===== config.mk =====
export PLATFORM = sky130hd
export DESIGN_NAME = soc_system_pcp_0_cpu_0_oci_dct_packer
export DESIGN_NICKNAME = d
export VERILOG_FILES = /design/src/rtl/soc_system_pcp_0_cpu_0_oci_dct_packer.sv
export SDC_FILE = /design/constraint.sdc
export NUM_CORES = 1
export LEC_CHECK = 0
export ABC_AREA = 1
export BUFFER_PORTS_ARGS = -buffer_cell sky130_fd_sc_hd__buf_2
export CORE_MARGIN = 4
export CORE_UTILIZATION = 39
export CTS_CLUSTER_SIZE = 20
export DETAILED_ROUTE_END_ITERATION = 12
export GPL_ROUTABILITY_DRIVEN = 1
export GPL_TIMING_DRIVEN = 0
export SETUP_SLACK_MARGIN = 0.3
export SLEW_MARGIN = 10
export SYNTH_ARGS = -nofsm -noshare
export SYNTH_HDL_FRONTEND = slang
export SYNTH_SLANG_ARGS = --single-unit

===== constraint.sdc =====
create_clock -name clk -period 2.25 [get_ports clk]
set_clock_uncertainty 0.1 [all_clocks]
set_input_delay 0 -clock clk [delete_from_list [all_inputs] [get_ports clk]]
set_output_delay 0 -clock clk [all_outputs]
set_load 0.05 [all_outputs]

===== src/rtl/soc_system_pcp_0_cpu_0_oci_dct_packer.sv =====
// DCT code packer for the OCI trace bench: 2-bit codes into 15-slot frames,
// valid/ready frame output, and end-of-test drain sequencing.
module soc_system_pcp_0_cpu_0_oci_dct_packer #(
  parameter int CODE_W = 2,
  parameter int SLOTS  = 15,
  parameter int CNT_W  = 4
) (
  input  logic                    clk,
  input  logic                    reset,
  input  logic [CODE_W-1:0]       code_in,
  input  logic                    code_valid,
  input  logic                    flush,
  input  logic                    end_req,
  input  logic                    dct_ready,
  output logic [CODE_W*SLOTS-1:0] dct_buffer,
  output logic [CNT_W-1:0]        dct_count,
  output logic                    dct_valid,
  output logic                    overflow,
  output logic [7:0]              drop_cnt,
  output logic                    test_ending,
  output logic                    test_has_ended
);

  localparam int FW = CODE_W * SLOTS;

  typedef enum logic [1:0] {
    RUN,
    DRAIN,
    ENDED
  } state_t;

  state_t           state;
  logic [FW-1:0]    acc;
  logic [CNT_W-1:0] acc_cnt;
  logic             flush_pend;

  logic             live;
  logic             cv;
  logic             can_xfer;
  logic             full;
  logic             drop;
  logic             close;
  logic             xfer;
  logic             code_first;
  logic             done;
  logic [FW-1:0]    shifted;
  logic [FW-1:0]    merged;
  logic [CNT_W-1:0] merged_cnt;

  always_comb begin
    live       = (state != ENDED);
    cv         = code_valid & live;
    can_xfer   = !dct_valid | dct_ready;
    full       = (acc_cnt == CNT_W'(SLOTS));
    shifted    = FW'(code_in) << (CODE_W * int'(acc_cnt));
    merged     = full ? acc : (acc | (cv ? shifted : '0));
    merged_cnt = acc_cnt + CNT_W'(cv & !full);
    drop       = full & !can_xfer & cv;
    close      = full
               | (merged_cnt == CNT_W'(SLOTS))
               | (((flush & live) | flush_pend)
                  & (merged_cnt != '0))
               | ((state == DRAIN) & (acc_cnt != '0));
    xfer       = close & can_xfer;
    // a full frame leaves whole, so the new code opens the next one
    code_first = full & cv;
    done       = (state == DRAIN) & (acc_cnt == '0)
               & !cv & can_xfer;
  end

  always_ff @(posedge clk or posedge reset) begin
    if (reset) begin
      state          <= RUN;
      acc            <= '0;
      acc_cnt        <= '0;
      flush_pend     <= 1'b0;
      dct_buffer     <= '0;
      dct_count      <= '0;
      dct_valid      <= 1'b0;
      overflow       <= 1'b0;
      drop_cnt       <= '0;
      test_ending    <= 1'b0;
      test_has_ended <= 1'b0;
    end else begin
      if (xfer) begin
        dct_buffer <= merged;
        dct_count  <= merged_cnt;
        dct_valid  <= 1'b1;
        acc        <= code_first ? FW'(code_in) : '0;
        acc_cnt    <= CNT_W'(code_first);
        flush_pend <= 1'b0;
      end else begin
        acc        <= merged;
        acc_cnt    <= merged_cnt;
        if (dct_ready)
          dct_valid <= 1'b0;
        if (flush & live & !full & (merged_cnt != '0))
          flush_pend <= 1'b1;
      end

      if (drop) begin
        overflow <= 1'b1;
        if (drop_cnt != 8'hFF)
          drop_cnt <= drop_cnt + 8'd1;
      end

      case (state)
        RUN: begin
          if (end_req) begin
            state       <= DRAIN;
            test_ending <= 1'b1;
          end
        end
        DRAIN: begin
          if (done) begin
            state          <= ENDED;
            test_ending    <= 1'b0;
            test_has_ended <= 1'b1;
          end
        end
        default: ;
      endcase
    end
  end

endmodule


==> flow_summary.rst <==
.. list-table::
   :header-rows: 1

   * - Metric
     - Value
   * - Outcome
     - finished with violations
   * - Violated checks
     - setup timing
   * - Synth area leader
     - dfrtp_1
   * - Placement-stage cell area
     - 4220 um^2
   * - Initial cell density of the core
     - 0.402
   * - Number of max-cap violations
     - 0
   * - Required time at the worst-slack endpoint
     - 2.42 ns
   * - Unrepaired setup endpoints after global routing
     - true
   * - Async set-or-reset flop fraction in the synthesized netlist
     - 1.00
   * - Total area of multi-input combinational cells
     - ~1800 um^2
   * - Count of buffers inserted at the top-level ports
     - 53
   * - Internal power
     - 1930 uW
   * - EDFF count, synth
     - 0
   * - Vias per cell
     - 5.01
   * - Sequential fraction of design power
     - 0.576
   * - Switch share
     - 0.244
   * - Final HPWL from detailed placement
     - around 6500 um
   * - Top cells by instance count after synthesis
     - nand2_1 (130), dfrtp_1 (82), nand3_1 (46)
   * - Maximum resistive drop on vdd
     - 287 uV
   * - Final Net Count
     - approximately 530
   * - Met2 layer usage reported by global route
     - 0.284
   * - Per-cell routed wire length
     - 16.0 um
   * - Worst Tran Pin Value
     - between 0.7 and 0.8 ns
   * - Distinct cell type count after synthesis
     - 27
   * - Number of buffers between clock root and the deepest sink
     - 2
   * - Most utilized layer in the global route result
     - met2
   * - Post-Syn Nets
     - between 400 and 500
   * - Fmax
     - 411 MHz
   * - Share of final-layout standard cells stronger than drive strength 1
     - 0.410
   * - Final cycle utilization of the critical path
     - 1.08
   * - Syn Inst Count
     - just over 400
   * - Part of the total power dissipated in the clock network
     - 0.400
   * - Clock latency on the worst-skew pair
     - 0.36 ns
   * - Number of warnings reported in the yosys synthesis log
     - 0
   * - H-tree depth reported by CTS
     - 3
   * - Final count of pins violating max slew
     - 0
   * - Sum of routed wire length over all layers
     - 10,400 um
   * - Synth top area cells
     - dfrtp_1 (55%), nand2_1 (13%), nand3_1 (6.2%), o21bai_1 (6.1%), a21boi_0 (4.2%)
   * - Launching element type of the critical path
     - flop
   * - Number of endpoints failing setup at the final stage
     - between 60 and 70
   * - CTS tree
     - built
   * - Buf+Inv Stages, Crit Path
     - 6
   * - Clock transition at the registers of the reported paths
     - 0.09 ns
   * - Final setup slack of the worst path
     - -0.186 ns
   * - Reg2Reg Launch Point
     - acc_cnt[2]
   * - Post-synthesis instance area
     - 3710 um^2
   * - Antenna cell count
     - 0
   * - Crit path max-delay cell type
     - dfrtp_1
   * - Post-route minimum period
     - around 2.4 ns
   * - R2R Path End
     - dct_buffer[14]
   * - Placed insts
     - 593
   * - Category of the most critical setup path
     - reg -> reg
   * - Met3 track utilization from global routing
     - 0.0459
   * - Die area
     - 11,100 um^2
   * - Overall global routing resource usage
     - 0.185
   * - Count of cell instances traversed by the critical path
     - 17
   * - Most used standard cell by instance count after synthesis
     - nand2_1
   * - Area of the core
     - 9240 um^2
   * - First-pass GRT wire length
     - between 15,000 and 20,000 um
   * - Cells traversed along the worst timing path
     - buf_6 -> nand2_4 -> inv_4 -> nand3_4 -> inv_4 -> nor2_4 -> ha_4 -> ha_4 -> nor2_4 -> nand2_4 -> o21ai_4 -> nand2_4 -> buf_4 -> buf_8 -> clkbuf_16 -> nand3_1 -> nand2_1
   * - Clock buffers created by TritonCTS
     - 9
   * - Placement row count
     - 35
   * - CP Capture Type
     - flop
   * - Share of the yosys chip area belonging to registers
     - 0.553
   * - Arrival time at the worst endpoint
     - 2.60 ns
   * - Power share of the combinational group
     - 0.025
   * - Antenna violations before repair
     - 0
   * - Number of endpoints with negative hold slack in the final report
     - 0
   * - Final non-filler cell area
     - approximately 5300 um^2
   * - Number of placed I/O pins
     - 54
   * - Vias
     - 3,262
   * - CP delay by family, top
     - buffers and inverters
   * - Die Wd
     - 106 um
   * - Worst reg-to-reg setup slack
     - -0.19 ns
   * - Final core area utilization
     - 0.572
   * - Relative max-transition margin
     - 0.512
   * - Crit Path Max Fanout
     - 6
   * - Prevailing post-synth register cell
     - dfrtp_1
   * - Register area
     - 2060 um^2
   * - Depth of the most critical reg-to-reg path
     - 17
   * - Cell chosen for the clock root
     - clkbuf_8
   * - Flop and latch count out of synthesis
     - 82
   * - Longest individual stage delay on the worst path
     - roughly 0.4 ns
   * - Initial DRC count
     - about 190
   * - Most frequent cell on the critical path
     - nand2_4
   * - Global routing usage on met1
     - 0.247
   * - Mapped Avg Cell Area
     - 9.07 um^2
   * - Power density of the placed cells
     - 484 nW/um^2
   * - Number of global-route vias before repair
     - 3,225
   * - Post-synthesis to final-layout area growth
     - 42.4%
   * - Final estimated routing congestion in global placement
     - 0.840
   * - Maximum number of pins on one net before global-route repair
     - 39
   * - Antenna-violating nets left
     - 0
   * - Overflow after GRT
     - 0
   * - DRC errors left
     - 0
   * - Hold crit path type
     - in -> async
   * - Static leakage power
     - 0.00272 uW
   * - Switching power total
     - 625 uW
   * - Iteration count of the initial detailed-routing pass
     - 4
   * - Post-Layout Cell Count
     - 651
   * - Portion of synthesized cell area occupied by the leading cell type
     - 0.553
   * - Y dimension of the die
     - 106 um
   * - Clock net sink count
     - 82
   * - Number of fillers in the final layout
     - 791
-- cell type report --
type                            instances  area share
Sequential cell                        82       0.389
Multi-Input combinational cell        285       0.345
Timing Repair Buffer                   97       0.146
Buffer                                 21      0.0381
Tap cell                              129      0.0305
Clock buffer                           10      0.0260
Inverter                               21      0.0166
Clock inverter                          6     0.00923
-- what timing repair did --
item                                    CTS  global route
setup buffers                            18            10
endpoints found under the setup margin   70            71
gates cloned                              5             2
hold buffers                              7             0
endpoints found under the hold margin    49             0
gates resized for setup                  91            42
pin swaps                                24            24
-- worst max path at each step --
stage               start             end  slack [ns]
5_1_grt        acc_cnt[2]  dct_buffer[27]       -0.28
4_1_cts        acc_cnt[2]  dct_buffer[24]        -0.1
3_3_place_gp   acc_cnt[2]         acc[11]       -0.28
3_5_place_dp   acc_cnt[2]       dct_valid       -0.28
2_1_floorplan  acc_cnt[2]   dct_buffer[0]        0.01
6_report       acc_cnt[2]  dct_buffer[14]       -0.19
-- placed cells by master (no fill, tap or decap), types with 4 or more instances in the layout --
cell type and instances:
inv_1 14, nand3_2 17, a21boi_2 27, o21bai_1 30, buf_8 6, nand3_1 29, nand2_4 7, inv_2 4
dlygate4sd3_1 7, buf_12 4, clkinvlp_4 4, nand2_2 24, buf_2 55, nand2_1 101, dfrtp_1 79, buf_4 20
xnor2_1 4, nor2_1 19, buf_1 4, clkbuf_1 4, buf_6 13, clkbuf_8 10
-- per-layer routing --
layer,part of all wire,vias up,routed length [um]
met5,0,-,0
met4,0.040,0,422
met3,0.045,31,473
met2,0.45,90,4710
met1,0.46,1587,4830
li1,-,1554,-
-- worst register-to-register path, delay by kind of cell, from the launching register on --
family                     cells  cell delay, ns
and+or+nand+nor                8            0.65
AOI/OAI and AO/OA              1            0.15
adders and majority gates      2            0.39
DFF                            1            0.40
buffers and inverters          6            0.66
-- logic make-up (layout without fill, tap and decap cells) --
| kind of cell | Yosys count | after routing | synth area share |
|---|---|---|---|
| xor+xnor | 7 | 7 | 0.0165 |
| simple gates | 207 | 207 | 0.232 |
| compound gates | 68 | 68 | 0.135 |
| buf+inv | 42 | 155 | 0.0539 |
| flops | 82 | 82 | 0.553 |
| fa+ha+maj | 3 | 3 | 0.0101 |
-- power groups by stage --
stage / sequential, uW / clock [uW] / combinational [uW]
after detailed placement: 1500 / 0 / 58.4
after floorplan: 1510 / 0 / 26.5
after CTS: 1470 / 1040 / 65.2
after global routing: 1470 / 1110 / 71.6
after global placement: 1500 / 0 / 49.2
final: 1470 / 1020 / 62.9
-- sequential cells by signal, indices dropped and copies added, names as in the netlist --
register / cells
dct_count: 4
overflow: 1
acc_cnt: 4
dct_valid: 1
drop_cnt: 8
acc: 30
state: 2
flush_pend: 1
dct_buffer: 30
test_has_ended: 1
-- metrics by stage --
step | total power, uW | setup WS [ns] | TNS, ns | hold slack, ns
2_1_floorplan | 1530 | 0.0101 | 0 | 0.0689
5_1_grt | 2660 | -0.279 | -15.09 | 0.130
3_5_place_dp | 1560 | -0.284 | -12.30 | -0.0583
6_report | 2560 | -0.186 | -8.92 | 0.0945
3_3_place_gp | 1550 | -0.283 | -11.41 | 0.157
4_1_cts | 2580 | -0.0973 | -1.01 | 0.0383
Note: power is estimated with default switching activity, not from simulation.
